File: src/rtl/brick_pkg.sv
// Shared constants, FSM state encoding and brick-index helper for the brick field.
// The optional combo scoring feature is enabled by defining BRICK_COMBO_EN.
package brick_pkg;

  localparam int DEF_ROWS    = 7;
  localparam int DEF_COLS    = 16;
  localparam int DEF_BRICK_W = 2;
  localparam int DEF_HP_W    = 2;
  localparam int DEF_INIT_HP = 1;
  localparam int DEF_SCORE_W = 10;

  localparam logic [0:0] ST_PLAY  = 1'b0;
  localparam logic [0:0] ST_CLEAR = 1'b1;

  typedef enum logic [0:0] {
    PLAY  = ST_PLAY,
    CLEAR = ST_CLEAR
  } state_e;

  // Bricks are numbered row-major, one index per BRICK_W-wide group of columns.
  function automatic int brick_index(input int row, input int col,
                                     input int cols, input int brick_w);
    return row * (cols / brick_w) + col / brick_w;
  endfunction

endpackage

File: src/rtl/brick_cell.sv
// One brick: a hit-point counter that reloads on level start and counts down on hits.
module brick_cell
  import brick_pkg::*;
#(
  parameter int HP_W    = DEF_HP_W,
  parameter int INIT_HP = DEF_INIT_HP
) (
  input  logic            clock,
  input  logic            reset,
  input  logic            i_load,
  input  logic            i_dec,
  output logic [HP_W-1:0] o_hp,
  output logic            o_alive
);

  logic [HP_W-1:0] r_hp;

  // Hit-point counter: reload wins over decrement; a dead brick never wraps.
  always_ff @(posedge clock or negedge reset) begin
    if (!reset) begin
      r_hp <= HP_W'(INIT_HP);
    end else if (i_load) begin
      r_hp <= HP_W'(INIT_HP);
    end else if (i_dec && (r_hp != {HP_W{1'b0}})) begin
      r_hp <= r_hp - HP_W'(1);
    end
  end

  assign o_hp    = r_hp;
  assign o_alive = (r_hp != {HP_W{1'b0}});

endmodule

File: src/rtl/brick_field.sv
// Brick field: per-brick hit points, score, remaining count and PLAY/CLEAR level FSM.
// Define BRICK_COMBO_EN to enable the 2-bit combo multiplier cleared by paddle hits.
module brick_field
  import brick_pkg::*;
#(
  parameter int ROWS    = DEF_ROWS,
  parameter int COLS    = DEF_COLS,
  parameter int BRICK_W = DEF_BRICK_W,
  parameter int HP_W    = DEF_HP_W,
  parameter int INIT_HP = DEF_INIT_HP,
  parameter int SCORE_W = DEF_SCORE_W
) (
  input  logic                                          clock,
  input  logic                                          reset,
  input  logic                                          ball_valid,
  input  logic [3:0]                                    ball_row,
  input  logic [3:0]                                    ball_col,
  input  logic                                          paddle_hit,
  input  logic                                          new_level,
  output logic [ROWS*COLS/BRICK_W-1:0]                  bricks,
  output logic [SCORE_W-1:0]                            score,
  output logic [$clog2(ROWS*COLS/BRICK_W+1)-1:0]        remaining,
  output logic                                          hit,
  output logic [$clog2(ROWS*COLS/BRICK_W)-1:0]          hit_index,
  output logic                                          cleared
);

  localparam int NB    = ROWS * COLS / BRICK_W;
  localparam int IDX_W = $clog2(NB);
  localparam int REM_W = $clog2(NB + 1);
  localparam logic [REM_W-1:0] NB_CNT = REM_W'(NB);

  state_e              r_state;
  logic [SCORE_W-1:0]  r_score;
  logic [REM_W-1:0]    r_remaining;
  logic                r_hit;
  logic [IDX_W-1:0]    r_hit_index;
  logic                r_cleared;

  logic [HP_W-1:0]     w_hp [NB];
  logic [NB-1:0]       w_alive;
  logic                w_in_field;
  logic                w_hit_valid;
  logic                w_kill;
  logic [IDX_W-1:0]    w_idx;
  logic [SCORE_W:0]    w_points;
  logic [SCORE_W:0]    w_sum;

`ifdef BRICK_COMBO_EN
  logic [1:0]          r_combo;
`else
  logic                w_unused_paddle;
  assign w_unused_paddle = paddle_hit;
`endif

  for (genvar g = 0; g < NB; g++) begin : g_cell
    brick_cell #(
      .HP_W    (HP_W),
      .INIT_HP (INIT_HP)
    ) u_cell (
      .clock   (clock),
      .reset   (reset),
      .i_load  (new_level),
      .i_dec   (w_hit_valid && (w_idx == IDX_W'(g))),
      .o_hp    (w_hp[g]),
      .o_alive (w_alive[g])
    );
  end

  // Hit qualification: new_level and the CLEAR state both suppress hits.
  always_comb begin
    w_in_field  = (32'(ball_row) < ROWS) && (32'(ball_col) < COLS);
    w_idx       = IDX_W'(brick_index(int'(ball_row), int'(ball_col), COLS, BRICK_W));
    w_hit_valid = 1'b0;
    w_kill      = 1'b0;
    if ((r_state == PLAY) && ball_valid && w_in_field && !new_level) begin
      w_hit_valid = w_alive[w_idx];
      w_kill      = w_alive[w_idx] && (w_hp[w_idx] == HP_W'(1));
    end else begin
      w_hit_valid = 1'b0;
      w_kill      = 1'b0;
    end
`ifdef BRICK_COMBO_EN
    w_points = (SCORE_W + 1)'(1) << r_combo;
`else
    w_points = (SCORE_W + 1)'(1);
`endif
    w_sum = {1'b0, r_score} + w_points;
  end

  // Level FSM, remaining count and registered hit reporting.
  always_ff @(posedge clock or negedge reset) begin
    if (!reset) begin
      r_state     <= PLAY;
      r_remaining <= NB_CNT;
      r_score     <= {SCORE_W{1'b0}};
      r_hit       <= 1'b0;
      r_hit_index <= {IDX_W{1'b0}};
      r_cleared   <= 1'b0;
    end else begin
      r_hit     <= w_hit_valid;
      r_cleared <= 1'b0;
      if (w_hit_valid) begin
        r_hit_index <= w_idx;
        r_score     <= w_sum[SCORE_W] ? {SCORE_W{1'b1}} : w_sum[SCORE_W-1:0];
      end
      if (new_level) begin
        r_state     <= PLAY;
        r_remaining <= NB_CNT;
      end else if (w_kill) begin
        r_remaining <= r_remaining - REM_W'(1);
        if (r_remaining == REM_W'(1)) begin
          r_state   <= CLEAR;
          r_cleared <= 1'b1;
        end
      end
    end
  end

`ifdef BRICK_COMBO_EN
  // Combo multiplier: the current hit scores at the old value before any clear.
  always_ff @(posedge clock or negedge reset) begin
    if (!reset) begin
      r_combo <= 2'd0;
    end else if (paddle_hit || new_level) begin
      r_combo <= 2'd0;
    end else if (w_hit_valid && (r_combo != 2'd3)) begin
      r_combo <= r_combo + 2'd1;
    end
  end
`endif

  assign bricks    = w_alive;
  assign score     = r_score;
  assign remaining = r_remaining;
  assign hit       = r_hit;
  assign hit_index = r_hit_index;
  assign cleared   = r_cleared;

endmodule

File: config.mk
export PLATFORM = sky130hd
export DESIGN_NAME = brick_field
export DESIGN_NICKNAME = d
export VERILOG_FILES = /design/src/rtl/brick_pkg.sv /design/src/rtl/brick_cell.sv /design/src/rtl/brick_field.sv
export SDC_FILE = /design/constraint.sdc
export NUM_CORES = 1
export LEC_CHECK = 0
export CORE_ASPECT_RATIO = 1.75
export CORE_MARGIN = 5
export CORE_UTILIZATION = 55
export CTS_BUF_LIST = sky130_fd_sc_hd__clkbuf_4 sky130_fd_sc_hd__clkbuf_8
export CTS_CLUSTER_DIAMETER = 80
export DETAILED_ROUTE_END_ITERATION = 8
export DONT_BUFFER_PORTS = 1
export PLACE_DENSITY = 0.73
export SYNTH_ARGS = -nofsm -noshare
export SYNTH_HDL_FRONTEND = slang
export SYNTH_SLANG_ARGS = --single-unit
File: constraint.sdc
create_clock -name clock -period 3 [get_ports clock]
set_input_delay 0.6 -clock clock [delete_from_list [all_inputs] [get_ports clock]]
set_output_delay 0.6 -clock clock [all_outputs]
set_load 0.1 [all_outputs]
---- Word-level counts from Yosys, hierarchy flattened ----
Cells that the tools add are included.
word-level totals
  memory bits (read-only) ................. 0
  output and inout bits ................... 80
  bits in writable memories ............... 0
  logic and storage cells ................. 544
  input port bits ......................... 13
  bits in latches ......................... 0
  register bits after elaboration ......... 137
  memories kept ........................... 0
operators by class
  muxes and demuxes ....................... 128
  magnitude comparators ................... 3
  add/sub/neg operators ................... 59
  div/mod/pow operators ................... 0
  shifts and indexed selects .............. 0
  bitwise gates (word level) .............. 2
  equal/unequal tests ..................... 57
  multiply operators ...................... 0
  reductions and logical operators ........ 233
operators by type and width
  cell                     number
  $mux W2                  114
  $reduce_bool A2 Y1       114
  $eq A6 B6 Y1 const B     24
  $logic_and A1 B1 Y1      116
  $sub A2 B1 Y2 const B    56
  $eq A6 B5 Y1 const B     16
  $eq A6 B4 Y1 const B     8
  $eq A6 B3 Y1 const B     4
  $bmux W2 S6              1
  $eq A6 B1 Y1 const B     2
  $eq A6 B2 Y1 const B     2
  $mux W6                  2
  $add A10 B1 Y11 const B  1
  $mux W10                 1
  $mux W1                  9
  $ge A7 B7 Y1 const B     1
  $lt A6 B7 Y1 const B     1
  $not A6 Y7               1
  $add A6 B3 Y6            1
  $bmux W1 S6              1
  $logic_not A6 Y1         1
  $sub A6 B1 Y6 const B    1
  $lt A4 B3 Y1 const B     1
  $eq A2 B1 Y1 const B     1
  3 further kinds          3

---- Depth between registers and ports, before layout ----
Gate-level depths: netlist (run 1).
  word-level depth ........................ 10
  gate-level depth with buffers ........... 13

---- Cells and area by module ----
Synthesis (run 1) repeated with hierarchy kept, for this count alone.
second synthesis, totals
  cell total of the unflattened synthesis .. 1039
  area, all modules ....................... 10059.6 µm²
modules (own cells, without submodules)
  module       times used  sequential area each (µm²)  cells each  area an instance (µm²)
  brick_cell   56          51.3                        12          121.4
  brick_field  1           629.4                       367         3263.1

---- Worst setup path before layout (run 1) ----
Ideal clock, no wire load.
  kind .................................... register to register
  from .................................... register g_cell[3].u_cell.r_hp[0]
  to ...................................... register g_cell[13].u_cell.r_hp[1]
  library setup time ...................... 0.125 ns
  stages on the path, launching flop included .. 11
  slack ................................... -0.206 ns
  clock period less this slack ............ 3.206 ns
  arrival ................................. 3.081 ns
  path buffers ............................ 1
  cell sequence ........................... dfstp_2 -> inv_1 -> ha_1 -> mux4_1 -> mux4_2 -> o22ai_2 -> nor3_2 -> or2_0 -> buf_2 -> or4_4 -> mux2_4
between the ends
  cells in the longest elaborated chain, start to end .. 7
ends and longest elaborated chain
  what                           line               RTL
  from (decl)                    brick_cell.sv:16   logic [HP_W-1:0] r_hp;
  from (signal assigned)         brick_cell.sv:21   r_hp <= HP_W'(INIT_HP);
  from (signal assigned)         brick_cell.sv:23   r_hp <= HP_W'(INIT_HP);
  from (signal assigned)         brick_cell.sv:25   r_hp <= r_hp - HP_W'(1);
  $reduce_bool A2 Y1             brick_cell.sv:30   assign o_alive = (r_hp != {HP_W{1'b0}});
  $bmux W1 S6                    brick_field.sv:77  w_hit_valid = w_alive[w_idx];
  $mux W1 (not written as such)  brick_field.sv:77
  $mux W1                        brick_field.sv:76  if ((r_state == PLAY) && ball_valid && w_in_field && !new_level) begin
  $logic_and A1 B1 Y1            brick_field.sv:64  .i_dec (w_hit_valid && (w_idx == IDX_W'(g))),
  $logic_and A1 B1 Y1            brick_cell.sv:24   end else if (i_dec && (r_hp != {HP_W{1'b0}})) begin
  $reduce_bool A2 Y1 (no line)   -
  to (signal assigned)           brick_cell.sv:21
  to (signal assigned)           brick_cell.sv:23
  to (signal assigned)           brick_cell.sv:25
  to (decl)                      brick_cell.sv:16
No other way between the ends. The select of a mux whose other input is x is not followed.
A chain may end at the register's enable or synchronous reset.

---- Worst setup path in the final report (run 1) ----
  from .................................... register g_cell[6].u_cell.r_hp[0]
  to ...................................... register g_cell[9].u_cell.r_hp[1]
between the ends
  cells in the longest elaborated chain, start to end .. 7
ends and longest elaborated chain
  what                           line
  from (decl)                    brick_cell.sv:16
  from (signal assigned)         brick_cell.sv:21
  from (signal assigned)         brick_cell.sv:23
  from (signal assigned)         brick_cell.sv:25
  $reduce_bool A2 Y1             brick_cell.sv:30
  $bmux W1 S6                    brick_field.sv:77
  $mux W1 (not written as such)  brick_field.sv:77
  $mux W1                        brick_field.sv:76
  $logic_and A1 B1 Y1            brick_field.sv:64
  $logic_and A1 B1 Y1            brick_cell.sv:24
  $reduce_bool A2 Y1 (no line)   -
  to (signal assigned)           brick_cell.sv:21
  to (signal assigned)           brick_cell.sv:23
  to (signal assigned)           brick_cell.sv:25
  to (decl)                      brick_cell.sv:16
No other way between the ends. The select of a mux whose other input is x is not followed.

==> results of run 1 <==
## cell type report
cell class,instances,area [um2]
tap,231,289
inverter,175,657
clock buffer,18,241
timing repair buffer,290,2560
fill,1108,4310
multi-input combinational,626,5700
sequential,137,3500
clock inverter,14,196
## power by group through the flow
stage / registers [mW] / logic (mW) / clock network (mW)
final: 2.09 / 0.724 / 1.76
after detailed placement: 2.12 / 0.601 / 0
after floorplan: 2.36 / 0.281 / 0
after global placement: 2.12 / 0.589 / 0
after CTS: 2.09 / 0.630 / 1.75
after global routing: 2.09 / 0.764 / 1.83
## state kept, by name, summed over array words and instances (netlist names)
register,count
score,10
hit_index,6
cleared,1
r_state,1
remaining,6
hit,1
g_cell.u_cell.o_hp,112
## metal layers
| metal | part of all wire (%) | vias to the layer above | track usage (%) |
|---|---|---|---|
| met5 | 0 | - | 0 |
| met4 | 8.1 | 0 | 19.5 |
| met3 | 6.3 | 187 | 5.14 |
| met2 | 51 | 448 | 49.1 |
| met1 | 34 | 4330 | 27.5 |
| li1 | - | 3874 | - |
## worst min path at each step
| stage | startpoint | endpoint | slack (ns) |
|---|---|---|---|
| floorplan | reset | cleared$_DFF_PN0_ | 0.30 |
| global placement | reset | g_cell[34].u_cell.o_hp[1]$_DFFE_PN0P_ | 0.31 |
| detailed placement | reset | remaining[0]$_DFFE_PN0P_ | 0.31 |
| CTS | reset | score[8]$_DFFE_PN0N_ | -0.20 |
| global route | reset | remaining[0]$_DFFE_PN0P_ | 0.07 |
| finish | reset | remaining[0]$_DFFE_PN0P_ | 0.03 |
## cells by family (layout without fill, tap and decap cells)
group,Yosys count,count (layout),share of synthesized area [%]
fa+ha+maj,59,59,7.57
compound gates,118,118,7.88
buf+inv,281,497,13.9
simple gates,324,324,18.1
flops,137,137,35.9
xor+xnor,34,34,3.06
mux,91,91,13.6
## repair_timing
action | CTS | global route
resized for setup | 80 | 149
cloned | 5 | 3
pin swaps | 28 | 48
setup buffers | 15 | 19
setup endpoints to repair | 93 | 107
endpoints found under the hold margin | 130 | 83
## through the flow
stage	instance area, um2	worst slack (ns)	hold WS, ns
CTS	12300	-0.279	-0.202
global placement	11300	-0.327	0.311
finish	13200	-0.411	0.0263
floorplan	9810	-0.204	0.304
detailed placement	11300	-0.352	0.311
global route	13200	-0.441	0.0678
## critical path, delay by kind of cell, from the launching register on
family	cells	cell delay, ns
multiplexers	3	1.38
AND/OR/NAND/NOR	3	0.83
flip-flops	1	0.56
buffers and inverters	2	0.21
adder cells (fa/ha/maj)	1	0.17
AO/OA/AOI/OAI	1	0.15
## placed cells by master, fill, tap and decap left out, types with 6 or more instances in the layout
master      n
ha_4       12
a311oi_1   12
inv_1     158
mux2_2     10
dfrtp_1    78
mux2i_1    42
mux4_2     29
or3_4      15
nand4_1     7
xnor2_2    13
clkbuf_8   17
inv_2      17
or3_1      29
nor2b_1    18
mux2_4      9
or2_4      15
or3b_1      8
nand2_1    62
a22oi_1     6
ha_1       29
or4_4       6
and3_1      8
nand3_1    18
buf_6      36
nor2_1     56
a21oi_2    40
nor3_4      8
nand2b_1   42
a21oi_1    18
ha_2       18
xnor2_1    21
buf_12      7
nor3_2      6
buf_4     238
dfstp_2    59
a31oi_1     7
## Yosys cell counts (34+ instances only)
cell type and instances:
inv_1 175, dfrtp_1 78, buf_4 65, nand2_1 64, a21oi_1 59, dfstp_2 59
ha_1 59, nor2_1 56, or3_1 44, mux2i_1 43, nand2b_1 42, xnor2_1 34
==> impl_metrics.csv, run 1 <==
group,metric,value,unit
pwr,p_seq_share,45.7,%
pwr,p_int,3.03,mW
setup_path,r2r_cells,10,
pwr,switching_share,33.6,%
floorplan,coreArea,17500,um2
clock_network,cts-root-buf,"clkbuf_8",
grt,grt_overflow,0,
setup_path,r2r_setup_slack,-0.41,ns
setup_path,critPathArrivalTime,3.78,ns
outcome,violations,"negative setup slack",
setup_path,cp-start-kind,"flop",
setup_path,end_kind,"flop",
logic_synthesis,synthArstFlopShare,100,%
pwr,report.power.total,4.57,mW
sta,fin_skew,0.0165,ns
setup_path,critPathMaxStageDelay,0.56,ns
place,post-dp-hpwl,18100,um
sta,finalSetupTns,-18.64,ns
logic_synthesis,synth_ff_type,"dfrtp_1",
clock_network,cts_tree,"built",
outcome,status,"finished with violations",
setup_path,path_cells,"inv_2 -> ha_4 -> mux4_2 -> mux4_2 -> o22ai_4 -> nor3_4 -> or2_1 -> buf_6 -> or4_4 -> mux2_4",
sta,relSlewSlack,31.5,%
logic_synthesis,yosysTopAreaCell,"dfrtp_1",
floorplan,fp.dieW,111,um
final_layout,syn_to_final_growth,34.9,%
logic_synthesis,ys_types,57,
place,place_inst,1419,
pwr,max-vdd-ir-drop,576,uV
clock_network,clock_path_buffers,2,
grt,grt_pass1_vias,8802,
setup_path,cpMostUsedCell,"mux4_2",
logic_synthesis,postSynthCellCount,1044,
clock_network,clock_sinks,137,
setup_path,path_class,"flop to flop",
grt,antenna_found_initial,0,
grt,grt_pass1_wl,44000,um
drt,first_pass_iters,7,
logic_synthesis,avgSynthCellArea,9.33,um2
place,portBuffers,0,
final_layout,fin_util,75.3,%
drt,drc_errors,0,
drt,drtAntennaViolNets,0,
pwr,powerDensity,347,nW/um2
job,max_cap_violations,0,
logic_synthesis,synth.net_count,1116,
pwr,p_leak,5.92,nW
setup_path,crit_start,"g_cell[6].u_cell.o_hp[0]$_DFFE_PN1P_",
setup_path,cp_max_fo,6,
clock_network,clkLatencyLatePin,0.49,ns
setup_path,endpoint,"g_cell[9].u_cell.o_hp[1]$_DFFE_PN0P_",
setup_path,worstPathRequired,3.36,ns
clock_network,cts_buffers,17,
sta,tightest_slew,1.03,ns
sta,slew_viol_final,0,
place,gp_congestion,0.888,
floorplan,die-area,20600,um2
logic_synthesis,synth_edf_count,0,
floorplan,initial_core_util,55.8,%
floorplan,die_h,186,um
sta,period_share,114,%
pwr,p_clk_share,38.5,%
clock_network,clk_pin_slew,0.09,ns
sta,fin_crit,3.41,ns
sta,setup_viol,107,
final_layout,nNetsFinal,1319,
drt,drtIter0Drc,718,
floorplan,ios,93,
pwr,combPwrFrac,15.9,%
pwr,p_sw,1.53,mW
setup_path,critPathSlowestCell,"dfstp_2",
grt,track_usage,27.0,%
drt,num_vias,8839,
drt,viasPerCell,5.93,
logic_synthesis,yosysTopAreaCellShare,20.0,%
drt,drt-total-wl,31700,um
grt,grt_max_degree,138,
logic_synthesis,netlist_area,9750,um2
drt,wire_per_inst,21.3,um
setup_path,worstReg2RegEnd,"g_cell[9].u_cell.o_hp[1]$_DFFE_PN0P_",
sta,rsz0062_at_grt,"true",
final_layout,stdcell_count,1491,
hold_path,hold_class,"primary input to asynchronous set/reset pin",
logic_synthesis,yosys-top-cells-area,"dfrtp_1, dfstp_2, ha_1",
logic_synthesis,yosysWarnings,0,
logic_synthesis,ys_seq_elements,137,
final_layout,drive_above_1_share,48.3,%
final_layout,diodes,0,
sta,fmax,293,MHz
sta,hold_viol_final,0,
setup_path,worstReg2RegStart,"g_cell[6].u_cell.o_hp[0]$_DFFE_PN1P_",
floorplan,row_count,64,
clock_network,htree_levels,4,
sta,fin_ws,-0.411,ns
logic_synthesis,ys_seq_area_share,35.9,%
Power figures use the tool's default switching activity.
==> run 2, diff against run 1 <==
--- a/config.mk
+++ b/config.mk
@@ -16,3 +16,4 @@
 export SYNTH_ARGS = -nofsm -noshare
 export SYNTH_HDL_FRONTEND = slang
 export SYNTH_SLANG_ARGS = --single-unit
+export TNS_END_PERCENT = 30
==> run 2 against run 1 <==
The run ends with negative hold slack, negative setup slack left. Count of clock-buffer cells in the layout unchanged. Utilization fell by 4.0 points. Combinational power shrank 12%. Register-to-register slack improved by 0.07 ns. Sequential power about the same. First-iteration DRC count shrank 11%. Final area is 5.4% lower. Clock skew down 0.0047 ns. Wire length down 11%. Die area did not move. Critical endpoint unchanged.
==> impl_metrics.csv, run 2 (synthesis gave the netlist of run 1 again) <==
group,metric,value,unit
outcome,status,"finished with violations",
outcome,violations,"negative hold slack, negative setup slack",
pwr,p_clk_share,38.9,%
setup_path,path_buf_inv,2,
clock_network,cts_tree,"built",
setup_path,cpMostUsedCell,"mux4_2",
setup_path,worstReg2RegStart,"g_cell[3].u_cell.o_hp[0]$_DFFE_PN1P_",
floorplan,die-area,20600,um2
final_layout,layout_common_cells,"buf_4, inv_1, dfrtp_1",
setup_path,critPathSlowestCell,"dfstp_2",
drt,first_pass_iters,5,
final_layout,final_common_cell,"buf_4",
clock_network,clk_pin_slew,0.09,ns
final_layout,drive_above_1_share,42.3,%
setup_path,end_kind,"flop",
grt,top_usage_layer,"met2",
final_layout,fin_util,71.3,%
floorplan,row_count,64,
grt,met3_usage,4.68,%
sta,slew_viol_final,0,
grt,antenna_found_initial,0,
clock_network,clock_path_buffers,2,
floorplan,die_h,186,um
clock_network,cts-root-buf,"clkbuf_8",
pwr,p_int,3.01,mW
grt,grt_max_degree,138,
clock_network,htree_levels,4,
setup_path,critPathArrivalTime,3.69,ns
drt,wire_per_inst,19.2,um
floorplan,initial_core_util,55.8,%
sta,fin_crit,3.34,ns
pwr,combPwrFrac,14.3,%
grt,grt_overflow,0,
final_layout,fin_area,12400,um2
grt,grt_pass1_vias,8688,
setup_path,crit_family,"multiplexers",
final_layout,fill_cells,1251,
floorplan,ios,93,
sta,setup_viol,72,
final_layout,diodes,0,
floorplan,fp.dieW,111,um
pwr,switching_share,32.4,%
final_layout,syn_to_final_growth,27.7,%
sta,hold_viol_final,87,
sta,fin_skew,0.0117,ns
sta,worst_hold_slack,-0.184,ns
setup_path,cp-start-kind,"flop",
grt,met2_usage,48.7,%
pwr,powerDensity,358,nW/um2
hold_path,hold_class,"primary input to asynchronous set/reset pin",
final_layout,multi_input_area,5280,um2
final_layout,largest_reg_flops,112,
clock_network,clkLatencyLatePin,0.47,ns
grt,grt_pass1_wl,42900,um
final_layout,seq_area,3500,um2
drt,drc_errors,0,
sta,fin_ws,-0.340,ns
place,portBuffers,0,
setup_path,critPathMaxStageDelay,0.56,ns
pwr,p_seq_share,46.9,%
sta,tightest_slew,1.02,ns
drt,num_vias,8554,
setup_path,cp_max_fo,6,
job,max_cap_violations,0,
drt,viasPerCell,5.78,
drt,drtAntennaViolNets,0,
setup_path,path_class,"flop to flop",
clock_network,clock_sinks,137,
sta,period_share,111,%
setup_path,worstPathRequired,3.35,ns
grt,grt_use_met1,26.9,%
place,gp_congestion,0.888,
drt,drtIter0Drc,642,
setup_path,path_cells,"inv_1 -> ha_2 -> mux4_2 -> mux4_2 -> o22ai_4 -> nor3_4 -> or2_1 -> buf_6 -> or4_4 -> mux2_4",
grt,track_usage,26.2,%
pwr,p_leak,5.59,nW
place,post-dp-hpwl,18100,um
floorplan,coreArea,17500,um2
sta,rsz0062_at_grt,"true",
place,dpl-instance-area,11300,um2
pwr,max-vdd-ir-drop,582,uV
pwr,p_sw,1.44,mW
final_layout,nNetsFinal,1307,
setup_path,crit_start,"g_cell[3].u_cell.o_hp[0]$_DFFE_PN1P_",
clock_network,cts_buffers,17,
sta,relSlewSlack,32.1,%
drt,drt-total-wl,28300,um
sta,fmax,299,MHz
-- run 2: area by class of cell --
| type | instances | area share (%) |
|---|---|---|
| clock buffers | 18 | 1.94 |
| clock inverters | 14 | 1.58 |
| inverters | 175 | 5.28 |
| multi-input cells | 626 | 42.4 |
| flip-flops and latches | 137 | 28.1 |
| well taps | 231 | 2.32 |
| repair buffers | 278 | 18.3 |
-- run 2: final timing paths --
kind	endpoint	slack, ns	cells after the start
worst max-delay path	g_cell[9].u_cell.o_hp[1]$_DFFE_PN0P_	-0.34	10
worst min-delay path	g_cell[2].u_cell.o_hp[1]$_DFFE_PN0P_	-0.18	0
worst max register to register	g_cell[9].u_cell.o_hp[1]$_DFFE_PN0P_	-0.34	10
worst min register to register	g_cell[45].u_cell.o_hp[1]$_DFFE_PN0P_	0.53	2
max in group asynchronous	g_cell[12].u_cell.o_hp[0]$_DFFE_PN1P_	2.87	0
min in group clock	g_cell[2].u_cell.o_hp[1]$_DFFE_PN0P_	0.20	1
-- run 2: timing repair --
item / in CTS / in global routing
cloned: 4 / 2
hold endpoints to repair: 130 / 117
setup buffers: 11 / 13
setup endpoints to repair: 93 / 111
pin swaps: 19 / 26
resized for setup: 32 / 68
-- run 2: metrics by stage --
stage / total power [mW] / setup TNS (ns) / setup WS (ns) / std cells
floorplan: 2.64 / -1.47 / -0.204 / 1044
global placement: 2.71 / -9.98 / -0.327 / 1419
detailed placement: 2.72 / -12.38 / -0.352 / 1419
CTS: 4.45 / -10.46 / -0.279 / 1466
global route: 4.59 / -18.24 / -0.378 / 1479
finish: 4.45 / -10.73 / -0.340 / 1479
-- run 2: routing by layer --
metal	part of all wire (%)	up-vias
met5	0	-
met4	6.9	0
met3	5.4	132
met2	53	353
met1	35	4219
li1	-	3850
-- run 2: power by group through the flow --
stage	registers [mW]	clock network (mW)	logic [mW]
detailed placement	2.12	0	0.601
global placement	2.12	0	0.589
global route	2.09	1.83	0.669
finish	2.09	1.73	0.634
floorplan	2.36	0	0.281
CTS	2.09	1.75	0.614
